===== src/rtl/sprite_color_mapper.sv =====
// sprite_color_mapper: three-stage sprite hit test, ROM lookup and palette colour
// pipeline that overlays hardware sprites on a maze/background pixel stream.
module sprite_color_mapper #(
   parameter int          NUM_SPRITES = 4,
   parameter int          SPR_W       = 16,
   parameter int          SPR_H       = 16,
   parameter int          ANIM_DIV    = 8,
   parameter logic [23:0] WALL_RGB    = 24'h1F2BDB,
   parameter logic [23:0] BG_RGB      = 24'h000000,
   localparam int         XW          = $clog2(SPR_W),
   localparam int         YW          = $clog2(SPR_H),
   localparam int         IW          = $clog2(NUM_SPRITES),
   localparam int         AW          = IW + 4 + XW + YW
) (
   input  logic                       Clk,
   input  logic                       Reset,
   input  logic                       pixel_valid_in,
   input  logic [9:0]                 DrawX,
   input  logic [9:0]                 DrawY,
   input  logic                       maze_in,
   input  logic                       frame_start,
   input  logic [10*NUM_SPRITES-1:0]  sprite_x,
   input  logic [10*NUM_SPRITES-1:0]  sprite_y,
   input  logic [NUM_SPRITES-1:0]     sprite_en,
   input  logic [2*NUM_SPRITES-1:0]   sprite_dir,
   output logic [AW-1:0]              rom_addr,
   input  logic [3:0]                 rom_data,
   input  logic                       pal_we,
   input  logic [3:0]                 pal_addr,
   input  logic [23:0]                pal_data,
   output logic [7:0]                 VGA_R,
   output logic [7:0]                 VGA_G,
   output logic [7:0]                 VGA_B,
   output logic                       pixel_valid_out,
   output logic [3:0]                 hit_id
);
   localparam int DW = ANIM_DIV > 1 ? $clog2(ANIM_DIV) : 1;

   logic [DW-1:0] div_q;
   logic [1:0]    anim_q;
   logic          wrap;
   logic [10:0]   x, y, sx, sy;
   logic          hit_d;
   logic [3:0]    id_d;
   logic [AW-1:0] addr_d;
   logic          v1_q, hit1_q, maze1_q;
   logic [3:0]    id1_q;
   logic          v2_q, opq2_q, maze2_q;
   logic [3:0]    idx2_q, id2_q;
   logic [23:0]   rgb_d;
   logic [3:0]    hid_d;
   logic [23:0]   pal_q [16];

   assign wrap = div_q == DW'(ANIM_DIV - 1);
   assign x    = {1'b0, DrawX};
   assign y    = {1'b0, DrawY};

   always_ff @(posedge Clk or posedge Reset)
      if (Reset) begin
         div_q  <= '0;
         anim_q <= '0;
      end else if (frame_start) begin
         div_q  <= wrap ? '0 : div_q + 1'b1;
         anim_q <= anim_q + {1'b0, wrap};
      end

   // Descending scan so the lowest-indexed hit sprite is the one left standing.
   always_comb begin
      hit_d  = 1'b0;
      id_d   = 4'hF;
      addr_d = '0;
      sx     = '0;
      sy     = '0;
      for (int i = NUM_SPRITES - 1; i >= 0; i--) begin
         sx = {1'b0, sprite_x[10*i +: 10]};
         sy = {1'b0, sprite_y[10*i +: 10]};
         if (sprite_en[i] && x >= sx && x < sx + 11'(SPR_W) && y >= sy && y < sy + 11'(SPR_H)) begin
            hit_d  = 1'b1;
            id_d   = 4'(i);
            addr_d = AW'(i) << (AW - IW) | AW'({sprite_dir[2*i +: 2], anim_q, YW'(y - sy), XW'(x - sx)});
         end
      end
   end

   always_comb begin
      rgb_d = !v2_q ? 24'h0 : opq2_q ? pal_q[idx2_q] : maze2_q ? WALL_RGB : BG_RGB;
      hid_d = (v2_q && opq2_q) ? id2_q : 4'hF;
   end

   always_ff @(posedge Clk or posedge Reset)
      if (Reset) begin
         v1_q            <= 1'b0;
         hit1_q          <= 1'b0;
         maze1_q         <= 1'b0;
         id1_q           <= 4'hF;
         rom_addr        <= '0;
         v2_q            <= 1'b0;
         opq2_q          <= 1'b0;
         maze2_q         <= 1'b0;
         idx2_q          <= '0;
         id2_q           <= 4'hF;
         {VGA_R, VGA_G, VGA_B} <= '0;
         pixel_valid_out <= 1'b0;
         hit_id          <= 4'hF;
      end else begin
         v1_q            <= pixel_valid_in;
         hit1_q          <= hit_d;
         maze1_q         <= maze_in;
         id1_q           <= id_d;
         rom_addr        <= addr_d;
         v2_q            <= v1_q;
         opq2_q          <= hit1_q && rom_data != 4'd0;
         maze2_q         <= maze1_q;
         idx2_q          <= rom_data;
         id2_q           <= id1_q;
         {VGA_R, VGA_G, VGA_B} <= rgb_d;
         pixel_valid_out <= v2_q;
         hit_id          <= hid_d;
      end

   always_ff @(posedge Clk or posedge Reset)
      if (Reset) begin
         for (int i = 0; i < 16; i++) pal_q[i] <= '0;
      end else if (pal_we) begin
         pal_q[pal_addr] <= pal_data;
      end
endmodule


===== config.mk =====
export PLATFORM = sky130hd
export DESIGN_NAME = sprite_color_mapper
export DESIGN_NICKNAME = d
export VERILOG_FILES = /design/src/rtl/sprite_color_mapper.sv
export SDC_FILE = /design/constraint.sdc
export NUM_CORES = 1
export LEC_CHECK = 0
export CORE_ASPECT_RATIO = 1.75
export CORE_UTILIZATION = 58
export CTS_BUF_LIST = sky130_fd_sc_hd__clkbuf_16
export DETAILED_ROUTE_END_ITERATION = 7
export PLACE_DENSITY = 0.8
export SLEW_MARGIN = 10
export SYNTH_ARGS = -nofsm -noshare
export SYNTH_HDL_FRONTEND = slang
export SYNTH_SLANG_ARGS = --single-unit

===== constraint.sdc =====
create_clock -name Clk -period 46.4 [get_ports Clk]
set_clock_uncertainty 0.2 [all_clocks]
set_input_delay 6.96 -clock Clk [delete_from_list [all_inputs] [get_ports Clk]]
set_output_delay 6.96 -clock Clk [all_outputs]
set_load 0.03 [all_outputs]

; ---- After elaboration in Yosys (flattened, before gate mapping)
; Cells that the tools add are included.
[totals]
regBits = 450
latchBits = 0
ram_bits = 0
mem_bits_ro = 0
inputBits = 150
out_inout_bits = 43
word_cells = 116
n_memories = 0
[op_classes]
addsub = 18
mul = 0
div = 0
order_cmp = 19
n_eq_ne = 1
n_shift = 0
mux = 23
bitwise_logic = 2
n_reduce_logical = 20
[ops]
columns = op, count
row1 = bitwise mux 384 bit, 1
row2 = two-way mux 24 bit, 5
row3 = binary-select mux 24 bit (select 4 bit), 1
row4 = demux 24 bit (select 4 bit), 1
row5 = adder 10 x 5 -> 11 bit (second input constant), 8
row6 = less-than comparator 10 x 11 -> 1 bit, 8
row7 = greater-or-equal comparator 10 bit, 8
row8 = two-way mux 14 bit, 4
row9 = subtractor 4 bit, 8
row10 = two-way mux 21 bit, 1
row11 = two-way mux 4 bit, 5
row12 = logical AND 1 bit, 19
row13 = greater-or-equal comparator 5 bit (second input constant), 2
row14 = inverter 4 -> 5 bit, 2
row15 = less-than comparator 5 x 1 -> 1 bit (second input constant), 1
row16 = two-way mux 1 bit, 4
row17 = nonzero test 4 bit, 1
row18 = adder 3 x 1 -> 3 bit (second input constant), 1
row19 = == test 3 bit (second input constant), 1
row20 = two-way mux 3 bit, 1
row21 = adder 2 x 1 -> 2 bit, 1

; ---- Logic depth before layout (Yosys ltp)
[depth]
ltp_word = 9
ltp_mapped = 13
mapped_depth_nobuf = 12

; ---- Worst setup path after synthesis
; No wires, ideal clock.
[synth_timing]
path_kind = input-to-reg
start = input sprite_x[14]
end = register rom_addr[2]
setup_time_ps = 121
t_arrival_ps = 9211
required_ps = 46079
setup_slack_ps = 36868
stages = 12
n_path_buf = 1
cell_sequence = ha_1 > xnor2_1 > ha_1 > nand4b_1 > o21ai_0 > o311a_1 > a2111oi_4 > o22ai_4 > nor2_4 > buf_6 > a21oi_1 > a22o_1
[synth_between]
elab_chain_cells = 7
word_cells_on_any_way = 9
classes_between = add/sub: 1 / order compare: 2 / mux: 2 / reduce/logical: 4
[synth_lines]
columns = item, line_no
row1 = start: declaration, 22  ; input logic [10*NUM_SPRITES-1:0] sprite_x,
row2 = adder 10 x 5 -> 11 bit or greater-or-equal comparator 10 bit (tied branches), 77  ; if (sprite_en[i] && x >= sx && x < sx + 11'(SPR_W) && y >= sy && y < sy + 11'(SPR_H)) begin
row3 = less-than comparator 10 x 11 -> 1 bit or logical AND 1 bit (tied branches), 77
row4 = logical AND 1 bit (*) (3 in series), 77
row5 = two-way mux 14 bit (*) (2 in series), 77
row6 = named net addr_d[2], 45  ; logic [AW-1:0] addr_d;
row7 = end signal: assignment, 110  ; rom_addr <= addr_d;
row8 = end: declaration, 26  ; output logic [AW-1:0] rom_addr,
; Mark *: on every way through the listed nets, which the timed path passes. The rest lies on a longest branch.
; A chain may end at the register's enable or synchronous reset.

; ---- Worst setup path after layout
[layout_timing]
start = input DrawY[1]
end = register rom_addr[1]
[layout_between]
elab_chain_cells = 7
word_cells_on_any_way = 20
classes_between = order compare: 8 / mux: 4 / reduce/logical: 8
[layout_lines]
columns = item, line_no
row1 = start: declaration, 19  ; input logic [9:0] DrawY,
row2 = greater-or-equal comparator 10 bit, 77
row3 = logical AND 1 bit (2 in series), 77
row4 = two-way mux 14 bit (3 in series), 77
row5 = two-way mux 14 bit (*), 77
row6 = named net addr_d[1], 45
; Marks and branches as above.

==> flow_metrics.py <==
metrics = {
    "status": {
        "status": "finished clean",
    },
    "critical_path": {
        "end_kind": "register",
        "critPathArrivalTime_ns": 10.65,
        "required_ns": 46.65,
        "cp_max_fo": 21,
        "slowest_delay_ns": 0.84,
        "crit_top_cell": "inv_1",
        "cp-start-kind": "input pin",
        "crit_type": "input pin to register",
        "rrSetupSlack_ns": 43.05,
        "slowest_stage": "and4_1",
        "crit_chain": "clkdlybuf4s50_1 > inv_1 > fa_1 > a21boi_0 > o21ai_0 > a21oi_1 > a311oi_1 > and4_1 > inv_1 > o22ai_1",
    },
    "grt": {
        "grt_overflow": 0,
        "grt_pass1_wl_um": 92600,
        "grt_pass1_vias": 16600,
        "grt_max_degree": 147,
        "grt.total_usage_pct": 29.7,
        "antenna_found_initial": 0,
    },
    "route": {
        "antenna_left": 0,
        "via_per_inst": 6.25,
        "drt_iter0_markers": 731,
        "finalWirelength_um": 59000,
        "drc_errors": 0,
        "avgRoutedWirePerCell_um": 24.6,
        "dr.pass1.iters": 4,
        "vias": 15000,
    },
    "synthesis": {
        "synth_warnings": 0,
        "syn_inst": 1720,
        "synthesis.area_mm2": 0.0236,
        "ys_types": 69,
        "synth-main-ff-cell": "dfrtp_1",
        "synth-seq-cells": 447,
        "async_reset_ff_share_pct": 100,
        "syn_nets": 2017,
        "avgSynthCellArea_um2": 13.7,
        "synth_edf_count": 0,
        "ys_seq_area_share_pct": 47.4,
    },
    "job": {
        "drv_cap": 0,
    },
    "pwr": {
        "pwr-share-comb_pct": 21.8,
        "p_seq_share_pct": 48.0,
        "p_switching_w": 0.000283,
        "swShare_pct": 26.1,
        "power_frac_clock_pct": 30.1,
        "total_leakage_power_nw": 12.0,
        "peakVddDrop_mv": 0.0222,
        "p_int_w": 0.000799,
        "powerDensity_mw_per_mm2": 39.7,
    },
    "sta": {
        "fin_crit_sh_pct": 22.4,
        "maxSlewViolCount": 0,
        "timing.setup.tns_ns": 0,
        "timing.final.crit_period_ns": 10.40,
        "setup_viol": 0,
        "final-hold-violation-count": 0,
        "worst_slack_ns": 36.00,
        "clock.fmax_mhz": 96.1,
        "worst_pin_slew_ns": 1.25,
        "hold_ws_ns": 0.157,
        "rsz0062_at_grt": "no",
        "relSlewSlack_pct": 16.8,
    },
    "clock_network": {
        "cts_tree": "done",
        "clk_path_buf_depth": 3,
        "cts_resized": 0,
        "post_cts_buffers": 0,
        "holdBufCountCts": 0,
        "cts_sinks": 447,
        "cts_root_buf": "clkbuf_16",
        "htreeDepth": 2,
        "clk_pin_slew_ns": 0.07,
        "clk_latency_ns": 0.53,
        "cts_buffers": 39,
    },
    "placed_design": {
        "port_buffers": 192,
        "hpwlAfterDp_um": 39300,
        "numPlacedInstances": 2327,
        "place.gp.congestion": 1.00,
        "dp_slack_ns": 35.48,
    },
    "cells_and_area": {
        "post-route-util_pct": 68.0,
        "n_fill_cell": 2806,
        "regArea_mm2": 0.0112,
        "area_growth_pct": 15.3,
        "fin_nets": 2170,
        "multiInputGateArea_mm2": 0.0117,
        "drive_gt1_share_pct": 32.8,
        "fin_cells": 2399,
    },
    "floorplanning": {
        "chipHeight_um": 269,
        "core_mm2": 0.0401,
        "dieWidth_um": 155,
        "pin_count": 193,
        "initial_core_util_pct": 59.0,
        "num_rows": 97,
        "dieArea_mm2": 0.0416,
    },
    "worst_hold_path": {
        "min_path_type": "register to register",
    },
}
[routing by layer]
metal  part of all wire (%)  GRT usage, %  vias up
li1                       -             -     6619
met1                     36          33.4     7765
met2                     54          55.2      459
met3                    4.1          3.17      159
met4                    5.3          15.8        0
met5                      0             0        -
[power by group through the flow]
stage               sequential [W]  combinational (W)  clock (W)
global placement          0.000517           0.000227          0
global route              0.000529           0.000256   0.000347
finish                    0.000520           0.000236   0.000326
detailed placement        0.000525           0.000238          0
CTS                       0.000519           0.000239   0.000332
floorplan                 0.000512           0.000174          0
[area by class of cell]
type	instances	area share, %
Timing Repair Buffer	214	7.66
Antenna cell	1	0.00918
Tap cell	495	2.27
Sequential cell	447	41.1
Inverter	102	1.43
Clock buffer	41	3.77
Clock inverter	30	0.905
Multi-Input combinational cell	1069	42.8
[cell usage in the layout (no fill, tap or decap), types with 22 or more instances in the layout]
| cell | synthesis | final |
|---|---|---|
| inv_1 | 102 | 109 |
| nand2_1 | 42 | 42 |
| mux4_2 | 120 | 120 |
| ha_1 | 139 | 139 |
| clkbuf_16 | 0 | 41 |
| clkdlybuf4s50_1 | 0 | 192 |
| buf_4 | 1 | 22 |
| mux2_2 | 388 | 388 |
| xnor2_1 | 37 | 37 |
| a21oi_1 | 39 | 39 |
| dfrtp_1 | 438 | 434 |
| nand3_1 | 43 | 43 |
| o21ai_0 | 25 | 25 |
[state kept, by name, indices dropped and copies added, names as in the netlist]
name	count
hit_id	3
div_q	3
opq2_q	1
pixel_valid_out	1
rom_addr	14
hit1_q	1
maze2_q	1
id2_q	3
v2_q	1
VGA_B	8
VGA_R	8
pal_q	384
id1_q	3
idx2_q	4
VGA_G	8
v1_q	1
maze1_q	1
anim_q	2
[path summary, 6_finish.rpt]
| check | start | endpoint | cells after the start |
|---|---|---|---|
| worst max-delay path | DrawY[1] | rom_addr[1]$_DFF_PP0_ | 10 |
| worst min-delay path | maze1_q$_DFF_PP0_ | maze2_q$_DFF_PP0_ | 0 |
| worst max register to register | idx2_q[1]$_DFF_PP0_ | VGA_B[1]$_DFF_PP0_ | 5 |
| worst min register to register | maze1_q$_DFF_PP0_ | maze2_q$_DFF_PP0_ | 0 |
| max in group asynchronous | Reset | pal_q[59]$_DFFE_PP0P_ | 4 |
| min in group asynchronous | Reset | pal_q[290]$_DFFE_PP0P_ | 2 |
[cells in the mapped netlist, types with 3 or more instances]
| cell | instances | area (µm²) |
|---|---|---|
| a2111oi_0 | 6 | 52.6 |
| a211o_1 | 6 | 52.6 |
| a211oi_1 | 9 | 67.6 |
| a21boi_0 | 4 | 30.0 |
| a21o_1 | 9 | 67.6 |
| a21oi_1 | 39 | 195 |
| a31oi_1 | 4 | 25.0 |
| and3_1 | 5 | 31.3 |
| buf_1 | 9 | 33.8 |
| buf_2 | 10 | 50.1 |
| clkbuf_1 | 81 | 304 |
| dfrtp_1 | 438 | 11000 |
| dfstp_2 | 9 | 236 |
| fa_1 | 8 | 160 |
| ha_1 | 139 | 1740 |
| inv_1 | 102 | 383 |
| mux2_2 | 388 | 4370 |
| mux4_2 | 120 | 2700 |
| nand2_1 | 42 | 158 |
| nand2b_1 | 10 | 62.6 |
| nand3_1 | 43 | 215 |
| nand3b_1 | 7 | 52.6 |
| nand4b_1 | 3 | 26.3 |
| nor2_1 | 30 | 113 |
| nor2b_1 | 20 | 125 |
| nor3_1 | 13 | 65.1 |
| nor4_1 | 3 | 18.8 |
| o2111ai_1 | 6 | 52.6 |
| o211ai_1 | 5 | 37.5 |
| o21a_1 | 13 | 97.6 |
| o21ai_0 | 25 | 125 |
| o21ai_1 | 6 | 30.0 |
| o221ai_1 | 4 | 35.0 |
| o22ai_1 | 12 | 75.1 |
| o32ai_1 | 3 | 26.3 |
| or2_2 | 3 | 18.8 |
| xnor2_1 | 37 | 324 |
| xor2_1 | 9 | 78.8 |
[kinds of logic after synthesis]
family                     after synthesis  share of synthesized area, %
and+or+nand+nor                        193                          4.26
adders and majority gates              147                          8.04
DFF                                    447                          47.4
buffers and inverters                  204                          3.34
xor gates and xnor gates                46                          1.71
muxes                                  508                          29.9
AOI/OAI and AO/OA                      175                          5.32
[worst max-delay path, delay by kind of cell]
family          cells  cell delay [ns]
buf+inv             3             1.19
simple gates        1             0.84
fa+ha+maj           1             0.48
compound gates      5             1.16
[stage by stage]
stage | cell area, µm² | power (W)
global route | 27200 | 0.00113
global placement | 26000 | 0.000744
finish | 27200 | 0.00108
detailed placement | 26000 | 0.000763
floorplan | 23600 | 0.000686
CTS | 27200 | 0.00109
No activity file was read; power rests on OpenSTA's default activity.
